$ cat config.mk
export PLATFORM = sky130hd
export DESIGN_NAME = vga_timing_flat
export DESIGN_NICKNAME = d
export VERILOG_FILES = /design/src/rtl/vga_timing_pkg.sv /design/src/rtl/vga_timing_if.sv /design/src/rtl/vga_axis_counter.sv /design/src/rtl/vga_timing.sv /design/src/flat_wrapper.sv
export SDC_FILE = /design/constraint.sdc
export NUM_CORES = 1
export LEC_CHECK = 0
export ABC_AREA = 1
export CORE_ASPECT_RATIO = 0.6
export CORE_MARGIN = 3
export CORE_UTILIZATION = 45
export CTS_BUF_LIST = sky130_fd_sc_hd__clkbuf_8
export CTS_CLUSTER_DIAMETER = 40
export DETAILED_ROUTE_END_ITERATION = 6
export HOLD_SLACK_MARGIN = 0.08
export PLACE_DENSITY = 0.68
export SKIP_CTS_REPAIR_TIMING = 1
export SLEW_MARGIN = 10
export SYNTH_ARGS = -nofsm -noshare
export SYNTH_HDL_FRONTEND = slang
export SYNTH_HIERARCHICAL = 1
export SYNTH_SLANG_ARGS = --single-unit
export TNS_END_PERCENT = 100
$ cat constraint.sdc
create_clock -name Clk -period 7.5 [get_ports Clk]
set_clock_uncertainty 0.2 [all_clocks]
set_input_delay 1.125 -clock Clk [delete_from_list [all_inputs] [get_ports Clk]]
set_output_delay 1.125 -clock Clk [all_outputs]
set_load 0.01 [all_outputs]
$ cat src/rtl/vga_timing_pkg.sv
// Shared widths and the 640x480 power-on timing used by the vga_timing config block.
package vga_timing_pkg;

   localparam int unsigned RezMaxWidthDef = 11;
   localparam int unsigned PulseWidthDef  = 8;
   localparam int unsigned MarginWidthDef = 8;

   localparam int unsigned HCountMaxDef   = 799;
   localparam int unsigned HSyncPulseDef  = 96;
   localparam int unsigned HLeftMarginDef = 48;
   localparam int unsigned HRightMarginDef = 16;

   localparam int unsigned VCountMaxDef   = 524;
   localparam int unsigned VSyncPulseDef  = 2;
   localparam int unsigned VLeftMarginDef = 33;
   localparam int unsigned VRightMarginDef = 10;

   // True when sync plus both porches fit inside one line/frame.
   function automatic logic axis_fits(input int unsigned count_max, input int unsigned pulse,
                                      input int unsigned left, input int unsigned right);
      return (pulse + left + right) <= count_max;
   endfunction

endpackage

$ cat src/rtl/vga_timing_if.sv
// Configuration and timing-output bundle of vga_timing.
// Config_err is present only when VGA_TIMING_CHECK_EN is defined.
interface vga_timing_if #(
   parameter int unsigned REZ_MAX_WIDTH = vga_timing_pkg::RezMaxWidthDef,
   parameter int unsigned PULSE_WIDTH   = vga_timing_pkg::PulseWidthDef,
   parameter int unsigned MARGIN_WIDTH  = vga_timing_pkg::MarginWidthDef
);

   logic                     Load_config;
   logic [MARGIN_WIDTH-1:0]  H_left_margin;
   logic [MARGIN_WIDTH-1:0]  H_right_margin;
   logic [MARGIN_WIDTH-1:0]  V_left_margin;
   logic [MARGIN_WIDTH-1:0]  V_right_margin;
   logic [REZ_MAX_WIDTH-1:0] H_count_max;
   logic [REZ_MAX_WIDTH-1:0] V_count_max;
   logic [PULSE_WIDTH-1:0]   H_sync_pulse;
   logic [PULSE_WIDTH-1:0]   V_sync_pulse;

   logic                     H_sync;
   logic                     V_sync;
   logic                     Display_enable;
   logic [REZ_MAX_WIDTH-1:0] H_pos;
   logic [REZ_MAX_WIDTH-1:0] V_pos;
   logic                     Frame_start;
`ifdef VGA_TIMING_CHECK_EN
   logic                     Config_err;
`endif

   modport master (
      output Load_config, H_left_margin, H_right_margin, V_left_margin, V_right_margin,
             H_count_max, V_count_max, H_sync_pulse, V_sync_pulse,
      input  H_sync, V_sync, Display_enable, H_pos, V_pos, Frame_start
`ifdef VGA_TIMING_CHECK_EN
      , input Config_err
`endif
   );

   modport slave (
      input  Load_config, H_left_margin, H_right_margin, V_left_margin, V_right_margin,
             H_count_max, V_count_max, H_sync_pulse, V_sync_pulse,
      output H_sync, V_sync, Display_enable, H_pos, V_pos, Frame_start
`ifdef VGA_TIMING_CHECK_EN
      , output Config_err
`endif
   );

endinterface

$ cat src/rtl/vga_axis_counter.sv
// One timing axis: wrapping position counter plus combinational sync/visible/position decode.
module vga_axis_counter #(
   parameter int unsigned CountWidth  = 11,
   parameter int unsigned PulseWidth  = 8,
   parameter int unsigned MarginWidth = 8
) (
   input  logic                   clk_i,
   input  logic                   rst_ni,
   input  logic                   step_i,
   input  logic [CountWidth-1:0]  count_max_i,
   input  logic [PulseWidth-1:0]  pulse_i,
   input  logic [MarginWidth-1:0] left_i,
   input  logic [MarginWidth-1:0] right_i,
   output logic [CountWidth-1:0]  count_o,
   output logic                   last_o,
   output logic                   sync_o,
   output logic                   visible_o,
   output logic [CountWidth-1:0]  pos_o
);

   localparam int unsigned SumWidth = CountWidth + 1;

   logic [CountWidth-1:0] count_q, count_d;
   logic [SumWidth-1:0]   start, tail;

   assign count_o = count_q;
   assign last_o  = count_q >= count_max_i;

   always_comb begin
      count_d = count_q;
      if (step_i) begin
         count_d = last_o ? '0 : count_q + 1'b1;
      end
   end

   always_ff @(posedge clk_i or negedge rst_ni) begin
      if (!rst_ni) begin
         count_q <= '0;
      end else begin
         count_q <= count_d;
      end
   end

   // One extra bit so porch sums and count+right never wrap; an oversize set just never shows.
   always_comb begin
      start     = SumWidth'(pulse_i) + SumWidth'(left_i);
      tail      = SumWidth'(count_q) + SumWidth'(right_i);
      sync_o    = SumWidth'(count_q) < SumWidth'(pulse_i);
      visible_o = (SumWidth'(count_q) >= start) && (tail <= SumWidth'(count_max_i));
      pos_o     = visible_o ? count_q - start[CountWidth-1:0] : '0;
   end

endmodule

$ cat src/rtl/vga_timing.sv
// VGA sync/blanking generator; new timing is staged and takes effect at the frame boundary.
// Define VGA_TIMING_CHECK_EN to reject over-long configs and pulse Config_err.
module vga_timing #(
   parameter int unsigned REZ_MAX_WIDTH      = vga_timing_pkg::RezMaxWidthDef,
   parameter int unsigned PULSE_WIDTH        = vga_timing_pkg::PulseWidthDef,
   parameter int unsigned MARGIN_WIDTH       = vga_timing_pkg::MarginWidthDef,
   parameter bit          SYNC_ACTIVE        = 1'b0,
   parameter int unsigned RST_H_COUNT_MAX    = vga_timing_pkg::HCountMaxDef,
   parameter int unsigned RST_H_SYNC_PULSE   = vga_timing_pkg::HSyncPulseDef,
   parameter int unsigned RST_H_LEFT_MARGIN  = vga_timing_pkg::HLeftMarginDef,
   parameter int unsigned RST_H_RIGHT_MARGIN = vga_timing_pkg::HRightMarginDef,
   parameter int unsigned RST_V_COUNT_MAX    = vga_timing_pkg::VCountMaxDef,
   parameter int unsigned RST_V_SYNC_PULSE   = vga_timing_pkg::VSyncPulseDef,
   parameter int unsigned RST_V_LEFT_MARGIN  = vga_timing_pkg::VLeftMarginDef,
   parameter int unsigned RST_V_RIGHT_MARGIN = vga_timing_pkg::VRightMarginDef
) (
   input logic         Clk,
   input logic         Rst,
   vga_timing_if.slave bus
);

   import vga_timing_pkg::*;

   typedef struct packed {
      logic [REZ_MAX_WIDTH-1:0] h_max;
      logic [PULSE_WIDTH-1:0]   h_pulse;
      logic [MARGIN_WIDTH-1:0]  h_left;
      logic [MARGIN_WIDTH-1:0]  h_right;
      logic [REZ_MAX_WIDTH-1:0] v_max;
      logic [PULSE_WIDTH-1:0]   v_pulse;
      logic [MARGIN_WIDTH-1:0]  v_left;
      logic [MARGIN_WIDTH-1:0]  v_right;
   } cfg_t;

   localparam cfg_t CfgRst = '{
      h_max:   REZ_MAX_WIDTH'(RST_H_COUNT_MAX),
      h_pulse: PULSE_WIDTH'(RST_H_SYNC_PULSE),
      h_left:  MARGIN_WIDTH'(RST_H_LEFT_MARGIN),
      h_right: MARGIN_WIDTH'(RST_H_RIGHT_MARGIN),
      v_max:   REZ_MAX_WIDTH'(RST_V_COUNT_MAX),
      v_pulse: PULSE_WIDTH'(RST_V_SYNC_PULSE),
      v_left:  MARGIN_WIDTH'(RST_V_LEFT_MARGIN),
      v_right: MARGIN_WIDTH'(RST_V_RIGHT_MARGIN)
   };

   cfg_t cfg_in, active_q, active_d, shadow_q, shadow_d;
   logic pending_q, pending_d;
   logic load_ok, frame_end;

   logic                     h_last, v_last, h_sync, v_sync, h_vis, v_vis;
   logic [REZ_MAX_WIDTH-1:0] h_count, v_count, h_pos, v_pos;

   logic                     h_sync_q, v_sync_q, de_q, fs_q;
   logic [REZ_MAX_WIDTH-1:0] h_pos_q, v_pos_q;

   always_comb begin
      cfg_in.h_max   = bus.H_count_max;
      cfg_in.h_pulse = bus.H_sync_pulse;
      cfg_in.h_left  = bus.H_left_margin;
      cfg_in.h_right = bus.H_right_margin;
      cfg_in.v_max   = bus.V_count_max;
      cfg_in.v_pulse = bus.V_sync_pulse;
      cfg_in.v_left  = bus.V_left_margin;
      cfg_in.v_right = bus.V_right_margin;
   end

`ifdef VGA_TIMING_CHECK_EN
   logic cfg_bad, cfg_err_q;

   assign cfg_bad = !axis_fits(32'(cfg_in.h_max), 32'(cfg_in.h_pulse), 32'(cfg_in.h_left),
                               32'(cfg_in.h_right)) ||
                    !axis_fits(32'(cfg_in.v_max), 32'(cfg_in.v_pulse), 32'(cfg_in.v_left),
                               32'(cfg_in.v_right));
   assign load_ok = bus.Load_config && !cfg_bad;

   always_ff @(posedge Clk or negedge Rst) begin
      if (!Rst) begin
         cfg_err_q <= 1'b0;
      end else begin
         cfg_err_q <= bus.Load_config && cfg_bad;
      end
   end

   assign bus.Config_err = cfg_err_q;
`else
   assign load_ok = bus.Load_config;
`endif

   assign frame_end = h_last && v_last;

   // A load landing on the frame-end cycle bypasses the shadow and goes live directly.
   always_comb begin
      shadow_d  = shadow_q;
      active_d  = active_q;
      pending_d = pending_q;
      if (load_ok) begin
         shadow_d  = cfg_in;
         pending_d = 1'b1;
      end
      if (frame_end && (load_ok || pending_q)) begin
         active_d  = load_ok ? cfg_in : shadow_q;
         pending_d = 1'b0;
      end
   end

   always_ff @(posedge Clk or negedge Rst) begin
      if (!Rst) begin
         active_q  <= CfgRst;
         shadow_q  <= CfgRst;
         pending_q <= 1'b0;
      end else begin
         active_q  <= active_d;
         shadow_q  <= shadow_d;
         pending_q <= pending_d;
      end
   end

   vga_axis_counter #(
      .CountWidth  (REZ_MAX_WIDTH),
      .PulseWidth  (PULSE_WIDTH),
      .MarginWidth (MARGIN_WIDTH)
   ) u_h_axis (
      .clk_i       (Clk),
      .rst_ni      (Rst),
      .step_i      (1'b1),
      .count_max_i (active_q.h_max),
      .pulse_i     (active_q.h_pulse),
      .left_i      (active_q.h_left),
      .right_i     (active_q.h_right),
      .count_o     (h_count),
      .last_o      (h_last),
      .sync_o      (h_sync),
      .visible_o   (h_vis),
      .pos_o       (h_pos)
   );

   vga_axis_counter #(
      .CountWidth  (REZ_MAX_WIDTH),
      .PulseWidth  (PULSE_WIDTH),
      .MarginWidth (MARGIN_WIDTH)
   ) u_v_axis (
      .clk_i       (Clk),
      .rst_ni      (Rst),
      .step_i      (h_last),
      .count_max_i (active_q.v_max),
      .pulse_i     (active_q.v_pulse),
      .left_i      (active_q.v_left),
      .right_i     (active_q.v_right),
      .count_o     (v_count),
      .last_o      (v_last),
      .sync_o      (v_sync),
      .visible_o   (v_vis),
      .pos_o       (v_pos)
   );

   always_ff @(posedge Clk or negedge Rst) begin
      if (!Rst) begin
         h_sync_q <= ~SYNC_ACTIVE;
         v_sync_q <= ~SYNC_ACTIVE;
         de_q     <= 1'b0;
         fs_q     <= 1'b0;
         h_pos_q  <= '0;
         v_pos_q  <= '0;
      end else begin
         h_sync_q <= h_sync ? SYNC_ACTIVE : ~SYNC_ACTIVE;
         v_sync_q <= v_sync ? SYNC_ACTIVE : ~SYNC_ACTIVE;
         de_q     <= h_vis && v_vis;
         fs_q     <= (h_count == '0) && (v_count == '0);
         h_pos_q  <= h_pos;
         v_pos_q  <= v_pos;
      end
   end

   assign bus.H_sync         = h_sync_q;
   assign bus.V_sync         = v_sync_q;
   assign bus.Display_enable = de_q;
   assign bus.Frame_start    = fs_q;
   assign bus.H_pos          = h_pos_q;
   assign bus.V_pos          = v_pos_q;

endmodule

$ cat src/flat_wrapper.sv
// flat-port wrapper written by rule: the top's interface ports become plain ports
module vga_timing_flat import vga_timing_pkg::*;
#(
   parameter int unsigned REZ_MAX_WIDTH      = vga_timing_pkg::RezMaxWidthDef,
   parameter int unsigned PULSE_WIDTH        = vga_timing_pkg::PulseWidthDef,
   parameter int unsigned MARGIN_WIDTH       = vga_timing_pkg::MarginWidthDef,
   parameter bit          SYNC_ACTIVE        = 1'b0,
   parameter int unsigned RST_H_COUNT_MAX    = vga_timing_pkg::HCountMaxDef,
   parameter int unsigned RST_H_SYNC_PULSE   = vga_timing_pkg::HSyncPulseDef,
   parameter int unsigned RST_H_LEFT_MARGIN  = vga_timing_pkg::HLeftMarginDef,
   parameter int unsigned RST_H_RIGHT_MARGIN = vga_timing_pkg::HRightMarginDef,
   parameter int unsigned RST_V_COUNT_MAX    = vga_timing_pkg::VCountMaxDef,
   parameter int unsigned RST_V_SYNC_PULSE   = vga_timing_pkg::VSyncPulseDef,
   parameter int unsigned RST_V_LEFT_MARGIN  = vga_timing_pkg::VLeftMarginDef,
   parameter int unsigned RST_V_RIGHT_MARGIN = vga_timing_pkg::VRightMarginDef
)
  (Clk, Rst, bus_Load_config, bus_H_left_margin, bus_H_right_margin, bus_V_left_margin, bus_V_right_margin, bus_H_count_max, bus_V_count_max, bus_H_sync_pulse, bus_V_sync_pulse, bus_H_sync, bus_V_sync, bus_Display_enable, bus_H_pos, bus_V_pos, bus_Frame_start);
  vga_timing_if #(.REZ_MAX_WIDTH(REZ_MAX_WIDTH), .PULSE_WIDTH(PULSE_WIDTH), .MARGIN_WIDTH(MARGIN_WIDTH)) bus_i ();
  input logic Clk;
  input logic Rst;
  input wire logic [$bits(bus_i.Load_config)-1:0] bus_Load_config;
  input wire logic [$bits(bus_i.H_left_margin)-1:0] bus_H_left_margin;
  input wire logic [$bits(bus_i.H_right_margin)-1:0] bus_H_right_margin;
  input wire logic [$bits(bus_i.V_left_margin)-1:0] bus_V_left_margin;
  input wire logic [$bits(bus_i.V_right_margin)-1:0] bus_V_right_margin;
  input wire logic [$bits(bus_i.H_count_max)-1:0] bus_H_count_max;
  input wire logic [$bits(bus_i.V_count_max)-1:0] bus_V_count_max;
  input wire logic [$bits(bus_i.H_sync_pulse)-1:0] bus_H_sync_pulse;
  input wire logic [$bits(bus_i.V_sync_pulse)-1:0] bus_V_sync_pulse;
  output wire logic [$bits(bus_i.H_sync)-1:0] bus_H_sync;
  output wire logic [$bits(bus_i.V_sync)-1:0] bus_V_sync;
  output wire logic [$bits(bus_i.Display_enable)-1:0] bus_Display_enable;
  output wire logic [$bits(bus_i.H_pos)-1:0] bus_H_pos;
  output wire logic [$bits(bus_i.V_pos)-1:0] bus_V_pos;
  output wire logic [$bits(bus_i.Frame_start)-1:0] bus_Frame_start;
  assign bus_i.Load_config = bus_Load_config;
  assign bus_i.H_left_margin = bus_H_left_margin;
  assign bus_i.H_right_margin = bus_H_right_margin;
  assign bus_i.V_left_margin = bus_V_left_margin;
  assign bus_i.V_right_margin = bus_V_right_margin;
  assign bus_i.H_count_max = bus_H_count_max;
  assign bus_i.V_count_max = bus_V_count_max;
  assign bus_i.H_sync_pulse = bus_H_sync_pulse;
  assign bus_i.V_sync_pulse = bus_V_sync_pulse;
  assign bus_H_sync = bus_i.H_sync;
  assign bus_V_sync = bus_i.V_sync;
  assign bus_Display_enable = bus_i.Display_enable;
  assign bus_H_pos = bus_i.H_pos;
  assign bus_V_pos = bus_i.V_pos;
  assign bus_Frame_start = bus_i.Frame_start;
  vga_timing #(.REZ_MAX_WIDTH(REZ_MAX_WIDTH), .PULSE_WIDTH(PULSE_WIDTH), .MARGIN_WIDTH(MARGIN_WIDTH), .SYNC_ACTIVE(SYNC_ACTIVE), .RST_H_COUNT_MAX(RST_H_COUNT_MAX), .RST_H_SYNC_PULSE(RST_H_SYNC_PULSE), .RST_H_LEFT_MARGIN(RST_H_LEFT_MARGIN), .RST_H_RIGHT_MARGIN(RST_H_RIGHT_MARGIN), .RST_V_COUNT_MAX(RST_V_COUNT_MAX), .RST_V_SYNC_PULSE(RST_V_SYNC_PULSE), .RST_V_LEFT_MARGIN(RST_V_LEFT_MARGIN), .RST_V_RIGHT_MARGIN(RST_V_RIGHT_MARGIN)) u_core (.Clk(Clk), .Rst(Rst), .bus(bus_i));
endmodule
==> results of run 1 <==
-- cell usage in the layout (no fill, tap or decap), types with 3 or more instances in the layout --
| cell type | netlist | layout |
|---|---|---|
| o211ai_1 | 3 | 3 |
| inv_2 | 4 | 4 |
| a21oi_1 | 69 | 69 |
| clkdlybuf4s50_1 | 0 | 96 |
| dfstp_2 | 42 | 42 |
| dfrtp_1 | 147 | 147 |
| clkinv_4 | 0 | 3 |
| inv_1 | 178 | 180 |
| a21o_1 | 7 | 7 |
| nor3_2 | 4 | 4 |
| ha_1 | 110 | 110 |
| xnor2_1 | 13 | 13 |
| inv_6 | 0 | 4 |
| o21ai_0 | 91 | 91 |
| nand3_1 | 24 | 24 |
| fa_1 | 6 | 6 |
| nand4_1 | 8 | 8 |
| clkbuf_8 | 0 | 20 |
| o21bai_1 | 3 | 3 |
| nand3_2 | 3 | 3 |
| nor2_1 | 76 | 76 |
| conb_1 | 1 | 7 |
| nand2_1 | 403 | 403 |
| nor3_1 | 16 | 16 |
| buf_4 | 8 | 3 |
| nand2_2 | 8 | 8 |
| nor2_2 | 21 | 21 |
| xor2_1 | 49 | 49 |
-- registers in the layout, summed over array words and instances, names as in the netlist --
register,flops
u_core/pending_q,1
u_core/bus.Display_enable,1
u_core/shadow_q,70
u_core/bus.Frame_start,1
u_core/u_h_axis/count_o,11
u_core/bus.V_sync,1
u_core/active_q,70
u_core/u_v_axis/count_o,11
u_core/bus.V_pos,11
u_core/bus.H_pos,11
u_core/bus.H_sync,1
-- cell type report --
class	instances	area (µm²)	area share, %
clock buffer	19	262	2.05
clock inverter	13	106	0.832
inverter	182	683	5.34
multi-input combinational	949	5530	43.3
sequential	189	4780	37.4
tap	315	394	3.08
timing repair buffer	102	1020	8.00
-- routing by layer --
layer  part of all wire (%)  GRT usage (%)  vias to the layer above
met5                      0              0                        -
met4                   0.76           4.29                        0
met3                    8.5           5.75                       17
met2                     36           27.2                      284
met1                     54           36.3                     4162
li1                       -              -                     4450
-- worst min path at each step --
stage / to / cells after the start / start / slack [ns]
final: u_core/shadow_q[51] / 2 / u_core/shadow_q[51] / 0.28
after floorplan: u_core/shadow_q[0] / 2 / u_core/shadow_q[0] / 0.24
after CTS: u_core/shadow_q[35] / 2 / u_core/shadow_q[35] / 0.28
after global placement: u_core/shadow_q[31] / 2 / u_core/shadow_q[31] / 0.25
after global routing: u_core/shadow_q[53] / 2 / u_core/shadow_q[53] / 0.30
after detailed placement: u_core/shadow_q[16] / 2 / u_core/shadow_q[16] / 0.26
-- cells in the mapped netlist, drive strengths merged, types with 6 or more instances --
library cell	instances	area share [%]
o21ai	95	4.3
xnor2	13	1.0
buf	22	1.4
nor3	20	1.1
nor2	98	3.8
a21oi	71	3.3
fa	6	1.1
dfstp	42	9.9
inv	182	6.1
dfrtp	147	33
clkbuf	13	0.44
nand4	9	0.56
ha	110	12
nand3	27	1.3
xor2	49	3.8
nand2	411	14
a21o	7	0.47
-- power groups by stage --
stage / sequential [mW] / combinational, mW / clock, mW
after floorplan: 1.54 / 2.36 / 0
after global placement: 1.66 / 2.96 / 0
after detailed placement: 1.66 / 3.05 / 0
after CTS: 1.65 / 3.07 / 0.671
after global routing: 1.69 / 3.54 / 0.714
final: 1.66 / 3.09 / 0.647
-- stage by stage --
step / worst slack, ns / power, mW / cell area (µm²) / cells
4_1_cts: 3.67 / 5.39 / 12800 / 1769
3_5_place_dp: 3.71 / 4.71 / 12400 / 1737
6_report: 3.63 / 5.40 / 12800 / 1769
2_1_floorplan: 4.20 / 3.90 / 11200 / 1355
3_3_place_gp: 3.80 / 4.62 / 12400 / 1737
5_1_grt: 3.21 / 5.95 / 12800 / 1769
-- logic make-up after synthesis --
group,after synthesis
flip-flops,189
XOR/XNOR,62
AND/OR/NAND/NOR,573
other,1
AO/OA/AOI/OAI,191
adder cells (fa/ha/maj),116
buffers and inverters,217
-- worst max-delay path, cell delays in order, from the launching register on --
cell and delay (ns):
dfrtp_1 0.61, inv_1 0.24, fa_1 0.49, o21ai_1 0.31, a21oi_1 0.11, nor2_1 0.10, nor2_1 0.06, xor2_1 0.14
inv_1 0.06, ha_1 0.26, nand2_1 0.08, nor2_1 0.05, nor2_1 0.10, nand2_1 0.07, nand2_1 0.06, nand2_1 0.05
nand2_1 0.05, nand2_1 0.05, nand2_1 0.11, nand3_2 0.34, inv_2 0.15, nand2_1 0.06, inv_1 0.04
==> impl_metrics.tcl, run 1 <==
set metrics [dict create \
    die_x_um 209 \
    yosysWarnings 6 \
    drt_first_iter_violations 782 \
    p_leak_nw 6.44 \
    grt.overflow.total 0 \
    switching_share_pct 47.9 \
    internal_power_mw 2.82 \
    path_clk_slew_ns 0.10 \
    die_h_um 128 \
    critPathArrivalTime_ns 4.10 \
    synth-edff-count 0 \
    diodes 0 \
    max_freq_ghz 0.258 \
    grt_pass1_vias 8393 \
    peakVddDrop_mv 0.175 \
    cts_buffers 17 \
    p_sw_mw 2.58 \
    synth-compound-area-share_pct 9.46 \
    final_core_util_pct 53.9 \
    crit_start "u_core/u_h_axis/count_o[1]" \
    die-area_um2 26800 \
    ff2ff_setup_slack_ns 3.63 \
    synth_fa_ha_area_share_pct 13.4 \
    hold_slack_ns 0.277 \
    nNetsFinal 1630 \
    powerDensity_nw_per_um2 422 \
    drv_cap 0 \
    area_delta_synth_final_pct 14.3 \
    cp_data_required_time_ns 7.72 \
    period_needed_ns 3.87 \
    critPathMaxFanout 12 \
    hp-class "reg2reg" \
    final.fill_count 2243 \
    worst-slew-pin-transition_ns 1.16 \
    antenna_found_initial 0 \
    gp_congestion 0.921 \
    grtUsageTotal_pct 21.7 \
    routedWlPerCell_um 15.9 \
    rr_endpoint "u_core/bus.Display_enable" \
    numPortBuffers 98 \
    start_util_pct 47.1 \
    antenna_left 0 \
    slew_headroom_pct 22.8 \
    synth_seq_cells 189 \
    r2r-start "u_core/u_h_axis/count_o[1]" \
    cts_sinks 189 \
    ys_types 48 \
    cts_htree_levels 4 \
    cts_root_buffer "clkbuf_8" \
    crit_path_start_kind "register" \
    async_reset_ff_share_pct 100 \
    cts_buffer_depth 2 \
    grt_max_degree 113 \
    rows 43 \
    endpoint "u_core/bus.Display_enable" \
    setup_tns_ns 0 \
    worstSkewPairLatency_ns 0.48 \
    grt_pass1_wl_um 45700 \
    hold_viol_final 0 \
    syn_area_um2 11200 \
    synthCells 1349 \
    boundaryPins 99 \
    ys_seq_area_share_pct 42.8 \
    drc 0 \
    cts_tree "built" \
    period_share_pct 51.7 \
    vias_per_cell 5.04 \
    syn_avg_cell_area_um2 8.29 \
    reg2reg_depth 22 \
    cp-end-kind "register" \
    dr.pass1.iters 5 \
    power.share.clock_pct 12.0 \
    synth_top_family_by_area "simple AND/OR/NAND/NOR gates" \
    p_seq_share_pct 30.7 \
    hpwl_um 20900 \
    synth.mux.area_fraction_pct 0 \
    ys.flop_type "dfrtp_1" \
    synth_simple_gate_area_share_pct 21.6 \
    drive_above_1_share_pct 9.01 \
    wl_um 28200 \
    maxSlewViolCount 0 \
    synth-xor-area-share_pct 4.86 \
    rsz0062_at_grt "false" \
    status "complete, no violations" \
    setup_viol 0 \
    path_class "reg2reg" \
    comb_power_share_pct 57.3 \
    num_vias 8913 \
    core-area_um2 23700 \
]
(Power assumes the default switching activity.)
==> run 2: changes to the inputs <==
==> constraint.sdc (replaced) <==
create_clock -name Clk -period 3.85 [get_ports Clk]
set_clock_uncertainty 0.2 [all_clocks]
set_input_delay 0.5775 -clock Clk [delete_from_list [all_inputs] [get_ports Clk]]
set_output_delay 0.5775 -clock Clk [all_outputs]
set_load 0.01 [all_outputs]
==> run 2 against run 1 <==
Compared with the run above: first-iteration DRC count is 4.1% lower; largest cell class unchanged; flip-flop and latch count unchanged; global-route usage about the same; setup slack got worse by 3.3 ns; utilization is 0.82 points higher; critical path depth shrank 5; largest power group unchanged; sequential share of layout area shrank 0.56 points; design area rose by 1.5%; critical path type unchanged; sequential power increased by 86%; power grew 100%; clock power increased by 100%; wire length up 0.52%.
==> impl_metrics.tcl, run 2 (same netlist as run 1, synthesis figures left out) <==
set metrics [dict create \
    p_leak_nw 6.56 \
    setup_tns_ns 0 \
    drc 0 \
    area_delta_synth_final_pct 16.1 \
    ff2ff_setup_slack_ns 0.29 \
    final_core_util_pct 54.7 \
    setup_viol 0 \
    reg_top3 "u_core/active_q (70), u_core/shadow_q (70)" \
    status "complete, no violations" \
    rsz0062_at_grt "true" \
    final.fill_count 2220 \
    finalInstanceArea_um2 13000 \
    mostFrequentLayoutCells "nand2_1 (403), inv_1 (179), dfrtp_1 (147)" \
    cts_buffers 17 \
    cp_data_required_time_ns 4.02 \
    period_needed_ns 3.56 \
    drt_first_iter_violations 750 \
    hpwl_um 21400 \
    cts_sinks 189 \
    cts_htree_levels 4 \
    cts_root_buffer "clkbuf_8" \
    regArea_um2 4780 \
    slowest_stage "dfrtp_1" \
    core-area_um2 23700 \
    hp-class "reg2reg" \
    nNetsFinal 1650 \
    grt.overflow.total 0 \
    cts_buffer_depth 2 \
    drv_cap 0 \
    powerDensity_nw_per_um2 831 \
    drive_above_1_share_pct 10.4 \
    cts_tree "built" \
    critPathTopFamily "adder cells" \
    grt_pass1_wl_um 45800 \
    peakVddDrop_mv 0.448 \
    max_freq_ghz 0.281 \
    numPortBuffers 98 \
    rows 43 \
    num_vias 8929 \
    wl_um 28400 \
    period_share_pct 92.4 \
    antenna_found_initial 0 \
    cp.depth 17 \
    die_h_um 128 \
    routedWlPerCell_um 15.8 \
    dr.pass1.iters 5 \
    critPathMaxFanout 9 \
    multi_input_area_um2 5550 \
    hold_end "u_core/shadow_q[25]" \
    antenna_left 0 \
    maxSlewViolCount 0 \
    boundaryPins 99 \
    path_class "reg2reg" \
    grt_max_degree 84 \
    hp-start "u_core/shadow_q[25]" \
    gp_congestion 0.938 \
    reg2reg_depth 17 \
    hold_path_depth 2 \
    pre_cts_ws_ns 0.210 \
    dpl_cell_area_um2 12600 \
    r2r-start "u_core/active_q[51]" \
    rr_endpoint "u_core/bus.H_pos[0]" \
    crit_path_start_kind "register" \
    grt_pass1_vias 8360 \
    diodes 0 \
    cp_num_buf_inv 2 \
    hold_viol_final 0 \
    worst-slew-pin-transition_ns 0.742 \
    start_util_pct 47.1 \
    worstSkewPairLatency_ns 0.49 \
    critPathMaxStageDelay_ns 0.42 \
    critPathArrivalTime_ns 3.73 \
    final_common_cell "nand2_1" \
    cp-end-kind "register" \
    slew_headroom_pct 50.5 \
    die-area_um2 26800 \
    grtUsageTotal_pct 21.7 \
    power_mw 10.8 \
    crit_chain "ha_1 > inv_1 > fa_1 > o21ai_0 > a21oi_1 > o21bai_1 > xor2_1 > ha_1 > nand2_1 > nor3_2 > nand2_1 > o211ai_2 > nand2_2 > nand4_2 > nand3_2 > buf_4 > nor2_1" \
    vias_per_cell 4.99 \
    die_x_um 209 \
    path_clk_slew_ns 0.11 \
    worst_slack_ns 0.292 \
]
[run 2: worst max-delay path by stage]
stage / endpoint / from
5_1_grt: u_core/bus.Display_enable / u_core/active_q[8]
3_5_place_dp: u_core/bus.Display_enable / u_core/active_q[8]
4_1_cts: u_core/bus.Display_enable / u_core/active_q[8]
2_1_floorplan: u_core/bus.Display_enable / u_core/active_q[8]
3_3_place_gp: u_core/bus.Display_enable / u_core/active_q[8]
6_report: u_core/bus.H_pos[0] / u_core/active_q[51]
[run 2: routing by layer]
layer  global-route usage, %  vias up  part of all wire [%]
met5                       0        -                     0
met4                    3.58        0                  0.58
met3                    5.26       16                   8.4
met2                    25.9      277                    35
met1                    37.8     4144                    56
li1                        -     4492                     -
[run 2: metrics by stage]
stage | hold WS [ns] | instances
floorplan | 0.0819 | 1355
global placement | 0.252 | 1756
detailed placement | 0.257 | 1756
CTS | -0.115 | 1788
global route | 0.298 | 1789
finish | 0.279 | 1789
[run 2: report_power, final]
group / switching, mW / internal [mW]
combinational: 3.96 / 2.43
clock: 0.818 / 0.480
sequential: 0.439 / 2.65
total: 5.22 / 5.56
[run 2: worst min-delay path: stages (launching register included)]
cell and delay (ns):
dfrtp_1 0.33, nand2_1 0.05, nand2_1 0.07
[run 2: final cells by class]
class,instances,share of cell area (%)
Clock buffer,17,1.80
Inverter,182,5.26
Timing Repair Buffer,122,9.15
Sequential cell,189,36.9
Clock inverter,15,1.16
Multi-Input combinational cell,949,42.7
Tap cell,315,3.04
